$ cat src/rtl/fetch_unit_if.sv
// Fetch-side bus bundle: instruction-memory request/response, execute redirect,
// and the decode-facing head entry. The fetch unit takes the master view.
interface fetch_unit_if;
  logic        imem_req_valid;
  logic        imem_req_ready;
  logic [31:0] imem_req_addr;
  logic        imem_rsp_valid;
  logic [31:0] imem_rsp_data;
  logic        redirect_en;
  logic [31:0] redirect_pc;
  logic        advance;
  logic        fd_valid;
  logic [31:0] fd_instr;
  logic [31:0] fd_pc;

  modport master (
    output imem_req_valid,
    input  imem_req_ready,
    output imem_req_addr,
    input  imem_rsp_valid,
    input  imem_rsp_data,
    input  redirect_en,
    input  redirect_pc,
    input  advance,
    output fd_valid,
    output fd_instr,
    output fd_pc
  );

  modport slave (
    input  imem_req_valid,
    output imem_req_ready,
    input  imem_req_addr,
    output imem_rsp_valid,
    output imem_rsp_data,
    output redirect_en,
    output redirect_pc,
    output advance,
    input  fd_valid,
    input  fd_instr,
    input  fd_pc
  );
endinterface

$ cat src/rtl/fetch_unit.sv
// Instruction fetch unit: issues sequential fetches with credit-based flow
// control, pairs in-order responses with their request PC, buffers them for
// decode, and flushes on redirect. Responses to requests issued before a
// redirect or reset are counted as stale and dropped on arrival.
// BUF_DEPTH must be a power of two, 2 or more.
module fetch_unit #(
  parameter logic [31:0] RESET_PC  = 32'h0000_0000,
  parameter int          BUF_DEPTH = 4
) (
  input logic          clk,
  input logic          rst,
  fetch_unit_if.master bus
);

  localparam int AW = $clog2(BUF_DEPTH);
  localparam int CW = AW + 1;
  localparam logic [CW:0]   DEPTH_W  = (CW+1)'(BUF_DEPTH);
  localparam logic [31:0]   RESET_AL = RESET_PC & 32'hFFFF_FFFC;

  // Architectural state
  logic [31:0]   fetch_pc_q, fetch_pc_d;
  logic [CW-1:0] count_q,    count_d;
  logic [CW-1:0] inflight_q, inflight_d;
  logic [CW-1:0] stale_q,    stale_d;
  logic [AW-1:0] head_q,     head_d;
  logic [AW-1:0] tail_q,     tail_d;
  logic [AW-1:0] pq_rd_q,    pq_rd_d;

  // Storage: instruction buffer and outstanding-request PC queue
  logic [31:0] buf_instr_q [BUF_DEPTH];
  logic [31:0] buf_pc_q    [BUF_DEPTH];
  logic [31:0] pq_q        [BUF_DEPTH];

  // Per-cycle events
  logic          req_valid_s;
  logic          accept_s;
  logic          rsp_take_s;
  logic          rsp_stale_s;
  logic          rsp_good_s;
  logic          pop_s;
  logic          fd_valid_s;
  logic [CW:0]   occ_s;
  logic [CW-1:0] inflight_after_s;
  logic [AW-1:0] pq_wr_s;
  logic [31:0]   redirect_tgt_s;

  // Request credit, handshake and response classification
  always_comb begin
    occ_s            = {1'b0, count_q} + {1'b0, inflight_q};
    req_valid_s      = !rst && !bus.redirect_en && (occ_s < DEPTH_W);
    accept_s         = req_valid_s && bus.imem_req_ready;
    // A response with nothing outstanding is spurious and ignored entirely.
    rsp_take_s       = bus.imem_rsp_valid && (inflight_q != {CW{1'b0}});
    rsp_stale_s      = rsp_take_s && (stale_q != {CW{1'b0}});
    rsp_good_s       = rsp_take_s && (stale_q == {CW{1'b0}}) && !bus.redirect_en && !rst;
    fd_valid_s       = (count_q != {CW{1'b0}});
    pop_s            = bus.advance && fd_valid_s && !bus.redirect_en && !rst;
    inflight_after_s = inflight_q + CW'(accept_s) - CW'(rsp_take_s);
    // Write slot of the PC queue sits inflight entries past the read slot.
    pq_wr_s          = pq_rd_q + inflight_q[AW-1:0];
    redirect_tgt_s   = bus.redirect_pc & 32'hFFFF_FFFC;
  end

  // Next-state: reset outranks redirect, which outranks normal flow
  always_comb begin
    fetch_pc_d = fetch_pc_q;
    count_d    = count_q;
    inflight_d = inflight_after_s;
    stale_d    = stale_q;
    head_d     = head_q;
    tail_d     = tail_q;
    // Every accepted response, stale or not, retires its PC queue entry.
    pq_rd_d    = pq_rd_q + AW'(rsp_take_s);
    if (rst) begin
      // Requests still outstanding across reset are dropped when they return.
      fetch_pc_d = RESET_AL;
      count_d    = {CW{1'b0}};
      head_d     = {AW{1'b0}};
      tail_d     = {AW{1'b0}};
      stale_d    = inflight_after_s;
    end else if (bus.redirect_en) begin
      fetch_pc_d = redirect_tgt_s;
      count_d    = {CW{1'b0}};
      head_d     = {AW{1'b0}};
      tail_d     = {AW{1'b0}};
      stale_d    = inflight_after_s;
    end else begin
      fetch_pc_d = accept_s ? (fetch_pc_q + 32'd4) : fetch_pc_q;
      count_d    = count_q + CW'(rsp_good_s) - CW'(pop_s);
      head_d     = head_q + AW'(pop_s);
      tail_d     = tail_q + AW'(rsp_good_s);
      stale_d    = stale_q - CW'(rsp_stale_s);
    end
  end

  // Control state register with synchronous reset via next-state logic
  always_ff @(posedge clk) begin
    fetch_pc_q <= fetch_pc_d;
    count_q    <= count_d;
    inflight_q <= inflight_d;
    stale_q    <= stale_d;
    head_q     <= head_d;
    tail_q     <= tail_d;
    pq_rd_q    <= pq_rd_d;
  end

  // Data storage: PC of each accepted request, and paired buffer entries
  always_ff @(posedge clk) begin
    if (accept_s) begin
      pq_q[pq_wr_s] <= fetch_pc_q;
    end
    if (rsp_good_s) begin
      buf_instr_q[tail_q] <= bus.imem_rsp_data;
      buf_pc_q[tail_q]    <= pq_q[pq_rd_q];
    end
  end

  // Bus outputs; head entry reads as zero when the buffer is empty
  always_comb begin
    bus.imem_req_valid = req_valid_s;
    bus.imem_req_addr  = fetch_pc_q;
    bus.fd_valid       = fd_valid_s;
    if (fd_valid_s) begin
      bus.fd_instr = buf_instr_q[head_q];
      bus.fd_pc    = buf_pc_q[head_q];
    end else begin
      bus.fd_instr = 32'h0000_0000;
      bus.fd_pc    = 32'h0000_0000;
    end
  end

endmodule

$ cat src/flat_wrapper.sv
// flat-port wrapper written by rule: the top's interface ports become plain ports
module fetch_unit_flat 
#(
  parameter logic [31:0] RESET_PC  = 32'h0000_0000,
  parameter int          BUF_DEPTH = 4
)
  (clk, rst, bus_imem_req_valid, bus_imem_req_ready, bus_imem_req_addr, bus_imem_rsp_valid, bus_imem_rsp_data, bus_redirect_en, bus_redirect_pc, bus_advance, bus_fd_valid, bus_fd_instr, bus_fd_pc);
  fetch_unit_if bus_i ();
  input logic clk;
  input logic rst;
  output wire logic [$bits(bus_i.imem_req_valid)-1:0] bus_imem_req_valid;
  input wire logic [$bits(bus_i.imem_req_ready)-1:0] bus_imem_req_ready;
  output wire logic [$bits(bus_i.imem_req_addr)-1:0] bus_imem_req_addr;
  input wire logic [$bits(bus_i.imem_rsp_valid)-1:0] bus_imem_rsp_valid;
  input wire logic [$bits(bus_i.imem_rsp_data)-1:0] bus_imem_rsp_data;
  input wire logic [$bits(bus_i.redirect_en)-1:0] bus_redirect_en;
  input wire logic [$bits(bus_i.redirect_pc)-1:0] bus_redirect_pc;
  input wire logic [$bits(bus_i.advance)-1:0] bus_advance;
  output wire logic [$bits(bus_i.fd_valid)-1:0] bus_fd_valid;
  output wire logic [$bits(bus_i.fd_instr)-1:0] bus_fd_instr;
  output wire logic [$bits(bus_i.fd_pc)-1:0] bus_fd_pc;
  assign bus_imem_req_valid = bus_i.imem_req_valid;
  assign bus_i.imem_req_ready = bus_imem_req_ready;
  assign bus_imem_req_addr = bus_i.imem_req_addr;
  assign bus_i.imem_rsp_valid = bus_imem_rsp_valid;
  assign bus_i.imem_rsp_data = bus_imem_rsp_data;
  assign bus_i.redirect_en = bus_redirect_en;
  assign bus_i.redirect_pc = bus_redirect_pc;
  assign bus_i.advance = bus_advance;
  assign bus_fd_valid = bus_i.fd_valid;
  assign bus_fd_instr = bus_i.fd_instr;
  assign bus_fd_pc = bus_i.fd_pc;
  fetch_unit #(.RESET_PC(RESET_PC), .BUF_DEPTH(BUF_DEPTH)) u_core (.clk(clk), .rst(rst), .bus(bus_i));
endmodule
$ cat config.mk
export PLATFORM = sky130hd
export DESIGN_NAME = fetch_unit_flat
export DESIGN_NICKNAME = d
export VERILOG_FILES = /design/src/rtl/fetch_unit_if.sv /design/src/rtl/fetch_unit.sv /design/src/flat_wrapper.sv
export SDC_FILE = /design/constraint.sdc
export NUM_CORES = 1
export LEC_CHECK = 0
export CORE_MARGIN = 3
export CORE_UTILIZATION = 40
export CTS_CLUSTER_DIAMETER = 150
export DETAILED_ROUTE_END_ITERATION = 8
export PLACE_DENSITY = 0.58
export SYNTH_ARGS = -nofsm -noshare
export SYNTH_HDL_FRONTEND = slang
export SYNTH_SLANG_ARGS = --single-unit
$ cat constraint.sdc
create_clock -name clk -period 21.3 [get_ports clk]
set_input_delay 3.195 -clock clk [delete_from_list [all_inputs] [get_ports clk]]
set_output_delay 3.195 -clock clk [all_outputs]
set_load 0.01 [all_outputs]
# After elaboration in Yosys (flattened, before gate mapping)
# Memory sizes are Yosys's and may differ from the RTL's. A register that Yosys moved wholly into a read port is not among the register bits.
# Cells that the tools add are included.
# Widths: inputs -> output; s select.
# totals
out_inout_bits	98
memories	3
mem_bits_rw	384
wordCells	54
in_bits	70
regBits	47
# memory_table
name	depth	width	rd	rd_ports_with_merged_regs	write_ports	line	rtl
u_core.buf_instr_q	4	32	1	1	1	fetch_unit.sv:30	logic [31:0] buf_instr_q [BUF_DEPTH];
u_core.buf_pc_q	4	32	1	1	1	fetch_unit.sv:31	logic [31:0] buf_pc_q [BUF_DEPTH];
u_core.pq_q	4	32	1	1	1	fetch_unit.sv:32	logic [31:0] pq_q [BUF_DEPTH];
# classes
mux	12
n_addsub	11
order_cmp	1
n_reduce_logical	19
# op_table
operator	count
$mux 32	4
$add 32x3->32 const B	1
$logic_and 1x1->1	11
$reduce_bool 3->1	3
$sub 3x1->3	3
$add 2x1->2	3
$add 3x1->3	2
$mux 3	2
$add 3x3->4	1
$lt 4x3->1 const B	1
$mux 1	4
$mux 2	2
$logic_not 3->1	1
$add 2x2->2	1
$logic_not 1->1	2
$reduce_bool 2->1	1
$reduce_or 2->1	1

# Longest topological paths before layout
# Gate-level depths: netlist (run 1).
# depth
depth_word	8
depth_mapped	12
depth_no_buf	11

# Worst setup path before layout (run 1)
# Ideal clock, no wire load.
# synth_path
path_kind	input-to-reg
startpoint	in bus_redirect_en
endpoint	mem u_core.buf_instr_q[1][0], enable pin
arrival_time_ns	8.315
path_buffers	1
stages	4
setup_ns	0.571
required_ns	20.729
path_slack_ns	12.414
path_cell_list	nor2_1 -> clkbuf_1 -> nand3_1 -> nor3b_1
# synth_via
elab_chain_len	5
# synth_lines
element	line	rtl
from (decl)	flat_wrapper.sv:16	input wire logic [$bits(bus_i.redirect_en)-1:0] bus_redirect_en;
$logic_not 1->1	fetch_unit.sv:55	rsp_good_s = rsp_take_s && (stale_q == {CW{1'b0}}) && !bus.redirect_en && !rst;
$logic_and 1x1->1 (2 in a row)	fetch_unit.sv:55	
$mux 1	fetch_unit.sv:112	if (rsp_good_s) begin
$mux 1 (not written as such)	fetch_unit.sv:113	buf_instr_q[tail_q] <= bus.imem_rsp_data;
to (decl)	fetch_unit.sv:30	
# No other way between the ends.

# Worst setup path in the final report (run 1)
# layout_path
startpoint	in rst
endpoint	out bus_imem_req_valid
# layout_via
elab_chain_len	3
# layout_lines
element	line	rtl
from (decl)	flat_wrapper.sv:10	input logic rst;
$logic_not 1->1	fetch_unit.sv:50	req_valid_s = !rst && !bus.redirect_en && (occ_s < DEPTH_W);
$logic_and 1x1->1 (2 in a row)	fetch_unit.sv:50	
to (decl)	flat_wrapper.sv:11	output wire logic [$bits(bus_i.imem_req_valid)-1:0] bus_imem_req_valid;
# No other way between the ends.

==> results of run 1 <==
-- metrics by stage --
| step | area (µm²) | utilization | cells | total power [mW] | hold slack (ns) |
|---|---|---|---|---|---|
| 2_1_floorplan | 16200 | - | 871 | 1.16 | 0.522 |
| 3_3_place_gp | 18400 | 0.462 | 1524 | 1.24 | 0.560 |
| 3_5_place_dp | 18400 | 0.462 | 1524 | 1.25 | 0.561 |
| 4_1_cts | 19900 | 0.499 | 1602 | 2.02 | 0.575 |
| 5_1_grt | 19900 | 0.499 | 1602 | 2.08 | 0.596 |
| 6_report | 19900 | 0.499 | 1602 | 1.99 | 0.576 |
-- layout by cell type, fill, tap and decap left out, types with 13 or more instances in the layout --
cell type and count:
buf_4 16, clkbuf_16 45, clkdlybuf4s50_1 161, dfxtp_1 42, nor2_1 23, inv_1 16
nor3_1 13, ha_1 13, and2_1 72, nand2_1 26, edfxtp_1 368, xnor2_1 20
mux4_2 92
-- flip-flops by register name, summed over array words and instances, names as in the netlist --
signal	count
u_core.buf_instr_q	128
u_core.pq_q	120
u_core.pq_rd_q	2
u_core.count_q	3
u_core.head_q	2
u_core.buf_pc_q	120
u_core.stale_q	3
u_core.inflight_q	3
u_core.bus.imem_req_addr	30
u_core.tail_q	2
-- cell type report --
| class | instances | share of cell area |
|---|---|---|
| clock inverter | 16 | 0.0106 |
| tap | 525 | 0.0330 |
| timing repair buffer | 177 | 0.0870 |
| multi-input combinational | 392 | 0.203 |
| clock buffer | 62 | 0.0628 |
| inverter | 17 | 0.00321 |
| sequential | 413 | 0.601 |
-- Yosys cell counts (all sizes together) (7+ instances only) --
cell and n:
edfxtp 368, mux4 92, and2 72, dfxtp 45
clkbuf 32, nand2 26, nor2 26, xnor2 20
buf 17, inv 16, nor3 16, ha 13
nand3 13, a21oi 12, o21ai 12, nand4 11
a31oi 8, nor4 7
-- critical path, delay by kind of cell --
family | cells | cell delay, ns
buffers and inverters | 3 | 1.23
and+or+nand+nor | 2 | 0.75
-- final timing paths --
check                                     startpoint                  to  depth (start not counted)
worst min-delay path               u_core.stale_q[2]   u_core.stale_q[2]                          2
worst min register to register     u_core.stale_q[2]   u_core.stale_q[2]                          2
worst max register to register  u_core.inflight_q[1]  u_core.pq_q[1][16]                          7
worst max-delay path                             rst  bus_imem_req_valid                          5
-- report_power, final --
part	internal, mW	total, mW	switching [mW]
Clock	0.468	0.764	0.296
Combinational	0.109	0.244	0.135
Sequential	0.960	0.983	0.0234
Total	1.54	1.99	0.454
-- logic make-up after synthesis --
logic type | synth area share
flip-flops | 0.737
AND/OR/NAND/NOR | 0.0658
multiplexers | 0.130
buffers and inverters | 0.0168
AO/OA/AOI/OAI | 0.0254
XOR/XNOR | 0.0124
adder cells (fa/ha/maj) | 0.0125
other | 0.000231
-- routing by layer --
layer / vias up / global-route usage / share of wire / wire length [µm]
met3: 45 / 0.0367 / 0.050 / 1690
met2: 210 / 0.252 / 0.47 / 15800
met4: 0 / 0.0353 / 0.016 / 538
met1: 4291 / 0.218 / 0.46 / 15400
met5: - / 0 / 0 / 0
li1: 3818 / - / - / -
==> flow_metrics.tcl, run 1 <==
set metrics [dict create \
    core_mm2 0.0399 \
    status "finished clean" \
    ioPinCount 168 \
    synth_edf_count 368 \
    htreeDepth 2 \
    die_w_um 207 \
    crit_top_cell "clkdlybuf4s50_1" \
    diodes 0 \
    finalNetCount 1130 \
    finClkSkew_ns 0.0182 \
    dr.pass1.iters 5 \
    cts_resized 0 \
    path_cells "clkdlybuf4s50_1 -> buf_4 -> or2_2 -> nor3_1 -> clkdlybuf4s50_1" \
    yosys.area.top_type_share 0.682 \
    slowest_stage "clkdlybuf4s50_1" \
    initial_core_util 0.406 \
    ir_worst_vdd_uv 61.8 \
    path_clk_slew_ns 0.06 \
    num_vias 8364 \
    drv_cap 0 \
    portBuffers 161 \
    p_leak_nw 6.29 \
    synthArstFlopShare 0 \
    hold_class "flop to flop" \
    grt_overflow 0 \
    yosysSeqAreaShare 0.737 \
    wire_per_inst_um 20.9 \
    ys_ff_latch 413 \
    place_ws_ns 12.91 \
    drtIter0Drc 546 \
    final-seq-area_mm2 0.0120 \
    syn-cell-area_mm2 0.0162 \
    critPathMaxStageDelay_ns 0.59 \
    ys_types 56 \
    maxSlewViolCount 0 \
    worstSetupPathType "primary input to output port" \
    grt_pass1_wl_um 52400 \
    cts_num_sinks 413 \
    worst_slack_ns 12.92 \
    gp_congestion 0.776 \
    gr-usage-all-layers 0.156 \
    yosysTopAreaCell "edfxtp_1" \
    cp.arrival_ns 5.19 \
    synth_flop_cell "edfxtp_1" \
    rsz0062_at_grt "no" \
    synth_cells 868 \
    power_density_mw_per_mm2 100 \
    synth.area.top_cells "edfxtp_1 68%, mux4_2 13%, dfxtp_1 5.6%, and2_1 2.8%, xnor2_1 1.1%" \
    cp-start-kind "primary input" \
    first_global_vias 8927 \
    ctsHoldBuffers 0 \
    clockBufferDepth 3 \
    dp_hpwl_um 19500 \
    fin_tns_setup_ns 0 \
    antenna_found_initial 0 \
    die_area_mm2 0.0430 \
    cts_made_buffers 44 \
    drive_above_1_share 0.174 \
    crit_fanout 34 \
    finalCritPeriodShare 0.394 \
    worst_slew_pin_slew_ns 0.953 \
    grt_max_degree 65 \
    multi_input_area_mm2 0.00404 \
    fill_cells 3293 \
    num_rows 73 \
    min_period_ns 8.38 \
    ff2ff_setup_slack_ns 17.47 \
    critPathCaptureType "output port" \
    yosys_warnings 0 \
    syn_avg_cell_area_um2 18.7 \
    ant_nets 0 \
    maxSlewHeadroom 0.365 \
    area_growth_pct 22.8 \
    cts_tree "built" \
    max_freq_ghz 0.119 \
    hold_viol_final 0 \
    drc 0 \
    cp.required_ns 18.11 \
    clk_latency_ns 0.56 \
    wl_um 33500 \
    setup_viol 0 \
    die_h_um 207 \
    vias_per_cell 5.22 \
    root_buffer "clkbuf_16" \
    cts_setup_buffers 0 \
]
No activity file was read; power rests on OpenSTA's default activity.
==> run 2, diff against run 1 <==
==> constraint.sdc (replaced) <==
create_clock -name clk -period 8.05 [get_ports clk]
set_input_delay 1.2075 -clock clk [delete_from_list [all_inputs] [get_ports clk]]
set_output_delay 1.2075 -clock clk [all_outputs]
set_load 0.01 [all_outputs]
==> run 2 against run 1 <==
Compared with the run above: critical path depth down 1; cell area down 0.26%; sequential share of layout area grew 0.16 points; die area stayed put; sequential power increased to 2.6 times the previous value; critical endpoint is now bus_fd_instr[8]; largest cell class unchanged; largest power group unchanged.
==> flow_metrics.tcl, run 2 (same netlist as run 1, synthesis figures left out) <==
set metrics [dict create \
    max_freq_ghz 0.222 \
    grt_pass1_wl_um 52300 \
    grt_overflow 0 \
    ant_nets 0 \
    finalNetCount 1131 \
    num_rows 73 \
    cts_num_sinks 413 \
    cts_resized 0 \
    path_cells "buf_4 -> mux4_2 -> and2_1 -> clkdlybuf4s50_1" \
    cp-start-kind "flop" \
    cts_made_buffers 42 \
    drive_above_1_share 0.173 \
    hold_class "flop to flop" \
    wl_um 33000 \
    ioPinCount 168 \
    gp_congestion 0.802 \
    status "finished clean" \
    die_h_um 207 \
    finalCritPeriodShare 0.561 \
    dp_hpwl_um 19500 \
    die_w_um 207 \
    cp-endpoint "bus_fd_instr[8]" \
    top_regs "u_core.buf_instr_q: 128 flops, u_core.buf_pc_q: 120 flops, u_core.pq_q: 120 flops" \
    gr-usage-all-layers 0.154 \
    drtIter0Drc 622 \
    initial_core_util 0.406 \
    clockBufferDepth 3 \
    die_area_mm2 0.0430 \
    cp.arrival_ns 3.31 \
    core_mm2 0.0399 \
    maxSlewViolCount 0 \
    fill_cells 3314 \
    ff2ff_setup_slack_ns 4.96 \
    power_density_mw_per_mm2 261 \
    clk_latency_ns 0.53 \
    diodes 0 \
    first_global_vias 8937 \
    timing.rr.end "u_core.stale_q[2]" \
    root_buffer "clkbuf_16" \
    ir_worst_vdd_uv 148 \
    antenna_found_initial 0 \
    vias_per_cell 5.26 \
    final_core_utilization 0.497 \
    finClkSkew_ns 0.0164 \
    worstSetupPathType "flop to output port" \
    ctsHoldBuffers 0 \
    worst_slew_pin_slew_ns 1.00 \
    fin_tns_setup_ns 0 \
    drv_cap 0 \
    p_leak_nw 6.27 \
    num_vias 8432 \
    layout_common_cells "368 x edfxtp_1, 161 x clkdlybuf4s50_1, 92 x mux4_2, 72 x and2_1, 43 x clkbuf_16" \
    drc 0 \
    cts_tree "built" \
    critPathCaptureType "output port" \
    slowest_stage "buf_4" \
    crit_fanout 38 \
    final-seq-area_mm2 0.0120 \
    layout_commonest_cell "edfxtp_1" \
    path_clk_slew_ns 0.06 \
    critPathMaxStageDelay_ns 0.74 \
    cp-startpoint "u_core.head_q[0]" \
    total_power_mw 5.19 \
    setup_viol 0 \
    rsz0062_at_grt "no" \
    area_growth_pct 22.4 \
    wire_per_inst_um 20.6 \
    maxSlewHeadroom 0.333 \
    dr.pass1.iters 5 \
    r2r_cells 12 \
    hold_viol_final 0 \
    largest_register_ffs 128 \
    cts_setup_buffers 0 \
    r2r_start "u_core.inflight_q[1]" \
    regMostFlops "u_core.buf_instr_q" \
    htreeDepth 2 \
    multi_input_area_mm2 0.00404 \
    portBuffers 161 \
    cp.required_ns 6.84 \
    min_period_ns 4.51 \
    grt_max_degree 65 \
]
## run 2: cell count changes in the layout (fill, tap and decap cells not counted), sizes merged
cell	delta
bufinv	+1
clkinv	+9
buf	+3
clkbuf	-11
inv	-1
## run 2: how the worst min path moves through the flow
stage,startpoint,end,slack (ns),cells after the start
global placement,u_core.head_q[1],u_core.head_q[1],0.48,2
finish,u_core.head_q[1],u_core.head_q[1],0.50,2
global route,u_core.head_q[1],u_core.head_q[1],0.53,2
floorplan,u_core.pq_rd_q[0],u_core.pq_rd_q[0],0.52,1
detailed placement,u_core.head_q[1],u_core.head_q[1],0.48,2
CTS,u_core.head_q[1],u_core.head_q[1],0.50,2
## run 2: layout make-up
| cell class | count | share of cell area |
|---|---|---|
| sequential | 413 | 0.602 |
| multi-input combinational | 392 | 0.203 |
| timing repair buffer | 180 | 0.0884 |
| clock buffer | 51 | 0.0562 |
| tap | 525 | 0.0331 |
| clock inverter | 25 | 0.0136 |
| inverter | 17 | 0.00321 |
## run 2: through the flow
| stage | setup slack, ns | area [µm²] | hold WS [ns] | std cells |
|---|---|---|---|---|
| floorplan | 1.15 | 16200 | 0.522 | 871 |
| global placement | 3.68 | 18500 | 0.476 | 1527 |
| detailed placement | 3.67 | 18500 | 0.482 | 1527 |
| CTS | 3.38 | 19900 | 0.501 | 1603 |
| global route | 3.28 | 19900 | 0.534 | 1603 |
| finish | 3.54 | 19900 | 0.504 | 1603 |
## run 2: critical path: cells and delay by family, from the launching register on
family / cells / cell delay [ns]
DFF: 1 / 0.72
and+or+nand+nor: 1 / 0.17
muxes: 1 / 0.59
buffers and inverters: 2 / 1.26
## run 2: power breakdown
part / switching [mW] / total [mW] / internal (mW)
Sequential: 0.0619 / 2.60 / 2.54
Combinational: 0.352 / 0.642 / 0.290
Clock: 0.771 / 1.95 / 1.18
Total: 1.19 / 5.19 / 4.00
## run 2: metal layers
layer	vias up	wire length (µm)	track usage
met1	4341	14900	0.217
li1	3821	-	-
met2	232	15800	0.249
met4	0	476	0.0356
met3	38	1800	0.0314
met5	-	0	0
==> run 3, diff against run 2 <==
--- a/config.mk
+++ b/config.mk
@@ -9,7 +9,7 @@
 export CORE_UTILIZATION = 40
 export CTS_CLUSTER_DIAMETER = 150
 export DETAILED_ROUTE_END_ITERATION = 8
-export PLACE_DENSITY = 0.58
+export PLACE_DENSITY = 0.6
 export SYNTH_ARGS = -nofsm -noshare
 export SYNTH_HDL_FRONTEND = slang
 export SYNTH_SLANG_ARGS = --single-unit
==> constraint.sdc (replaced) <==
create_clock -name clk -period 3.7 [get_ports clk]
set_input_delay 0.555 -clock clk [delete_from_list [all_inputs] [get_ports clk]]
set_output_delay 0.555 -clock clk [all_outputs]
set_load 0.01 [all_outputs]
==> run 3 against run 2 <==
Compared with the run above: worst hold slack improved by 0.036 ns; clock power up 110%; flip-flop and latch count unchanged; combinational power increased by 120%; setup slack worse by 3.1 ns; sequential power rose by 120%; largest cell class unchanged; sequential share of layout area shrank 0.56 points; total power is 120% higher; cell area rose by 0.95%; utilization increased by 0.47 points; critical path type unchanged; global-route usage rose by 0.58 points; critical endpoint is now bus_fd_pc[17]; via count fell by 0.65%.
==> flow_metrics.tcl, run 3 (same netlist as run 1, synthesis figures left out) <==
set metrics [dict create \
    die_h_um 207 \
    vias_per_cell 5.18 \
    area_growth_pct 23.6 \
    layout_commonest_cell "edfxtp_1" \
    clockBufferDepth 3 \
    worst_slew_pin_slew_ns 0.689 \
    ant_nets 0 \
    first_global_vias 9122 \
    drive_above_1_share 0.182 \
    cts_resized 0 \
    cts_setup_buffers 0 \
    die_area_mm2 0.0430 \
    final_core_utilization 0.502 \
    maxSlewViolCount 0 \
    crit_fanout 47 \
    hold_viol_final 0 \
    cts_num_sinks 413 \
    power_density_mw_per_mm2 559 \
    top_regs "u_core.buf_instr_q: 128 flops, u_core.buf_pc_q: 120 flops, u_core.pq_q: 120 flops" \
    status "finished clean" \
    diodes 0 \
    finalNetCount 1142 \
    rsz0062_at_grt "no" \
    fill_cells 3314 \
    maxSlewHeadroom 0.537 \
    cp-start-kind "flop" \
    core_mm2 0.0399 \
    path_clk_slew_ns 0.06 \
    initial_core_util 0.406 \
    root_buffer "clkbuf_16" \
    hold_class "flop to flop" \
    cts_tree "built" \
    largest_register_ffs 128 \
    cp.required_ns 3.14 \
    setup_viol 0 \
    num_rows 73 \
    ff2ff_setup_slack_ns 1.02 \
    finClkSkew_ns 0.0178 \
    dr.pass1.iters 5 \
    ir_worst_vdd_uv 309 \
    p_leak_nw 6.34 \
    gp_congestion 0.776 \
    wire_per_inst_um 20.8 \
    min_period_ns 3.27 \
    antenna_found_initial 0 \
    layout_common_cells "368 x edfxtp_1, 161 x clkdlybuf4s50_1, 92 x mux4_2, 72 x and2_1, 46 x clkbuf_16" \
    grt_pass1_wl_um 53600 \
    clk_latency_ns 0.55 \
    die_w_um 207 \
    grt_max_degree 58 \
    htreeDepth 2 \
    num_vias 8377 \
    ioPinCount 168 \
    drv_cap 0 \
    regMostFlops "u_core.buf_instr_q" \
    finalCritPeriodShare 0.883 \
    drc 0 \
    portBuffers 161 \
    dp_hpwl_um 20600 \
    max_freq_ghz 0.306 \
    dpl.cell_count 1536 \
    critPathCaptureType "output port" \
    wl_um 33700 \
    grt_overflow 0 \
    layout.cells.non_filler 1617 \
    whs_ns 0.540 \
    drtIter0Drc 416 \
    cp.arrival_ns 2.71 \
    ctsHoldBuffers 0 \
    worstSetupPathType "flop to output port" \
    gr-usage-all-layers 0.160 \
    cts_made_buffers 44 \
]
-- run 3: metrics by stage --
stage	setup slack (ns)	setup TNS (ns)	total power, mW	cell area [µm²]
after floorplan	-0.231	-13.84	6.66	16200
after global placement	0.668	0	7.16	18700
after detailed placement	0.671	0	7.20	18700
after CTS	0.335	0	11.4	20000
after global routing	0.284	0	11.7	20000
final	0.433	0	11.2	20000
-- run 3: where the power goes --
group / leakage, nW / switching [mW] / internal (mW)
Combinational: 1.99 / 0.768 / 0.644
Sequential: 3.68 / 0.135 / 5.52
Clock: 0.671 / 1.72 / 2.40
-- run 3: layout make-up --
type	instances	area (µm²)	share of cell area
Inverter	17	63.8	0.00318
Multi-Input combinational cell	392	4050	0.202
Clock inverter	22	138	0.00687
Clock buffer	59	1230	0.0614
Sequential cell	413	12000	0.597
Tap cell	525	657	0.0328
Timing Repair Buffer	189	1950	0.0971
-- run 3: critical path, stage by stage (launching register included) --
cell and delay, ns:
dfxtp_1 0.34, or3_2 0.68, buf_4 0.36, and2_1 0.21, clkdlybuf4s50_1 0.55
-- run 3: final timing paths --
path | from | cells after the start | to
min | u_core.head_q[1] | 2 | u_core.head_q[1]
max reg2reg | u_core.count_q[1] | 9 | u_core.count_q[2]
max | u_core.count_q[1] | 4 | bus_fd_pc[17]
min reg2reg | u_core.head_q[1] | 2 | u_core.head_q[1]
-- run 3: layer usage --
| metal | vias to the layer above | part of all wire | GRT usage |
|---|---|---|---|
| met5 | - | 0 | 0 |
| met2 | 207 | 0.49 | 0.267 |
| met4 | 0 | 0.017 | 0.0356 |
| li1 | 3839 | - | - |
| met3 | 46 | 0.048 | 0.0320 |
| met1 | 4285 | 0.45 | 0.219 |
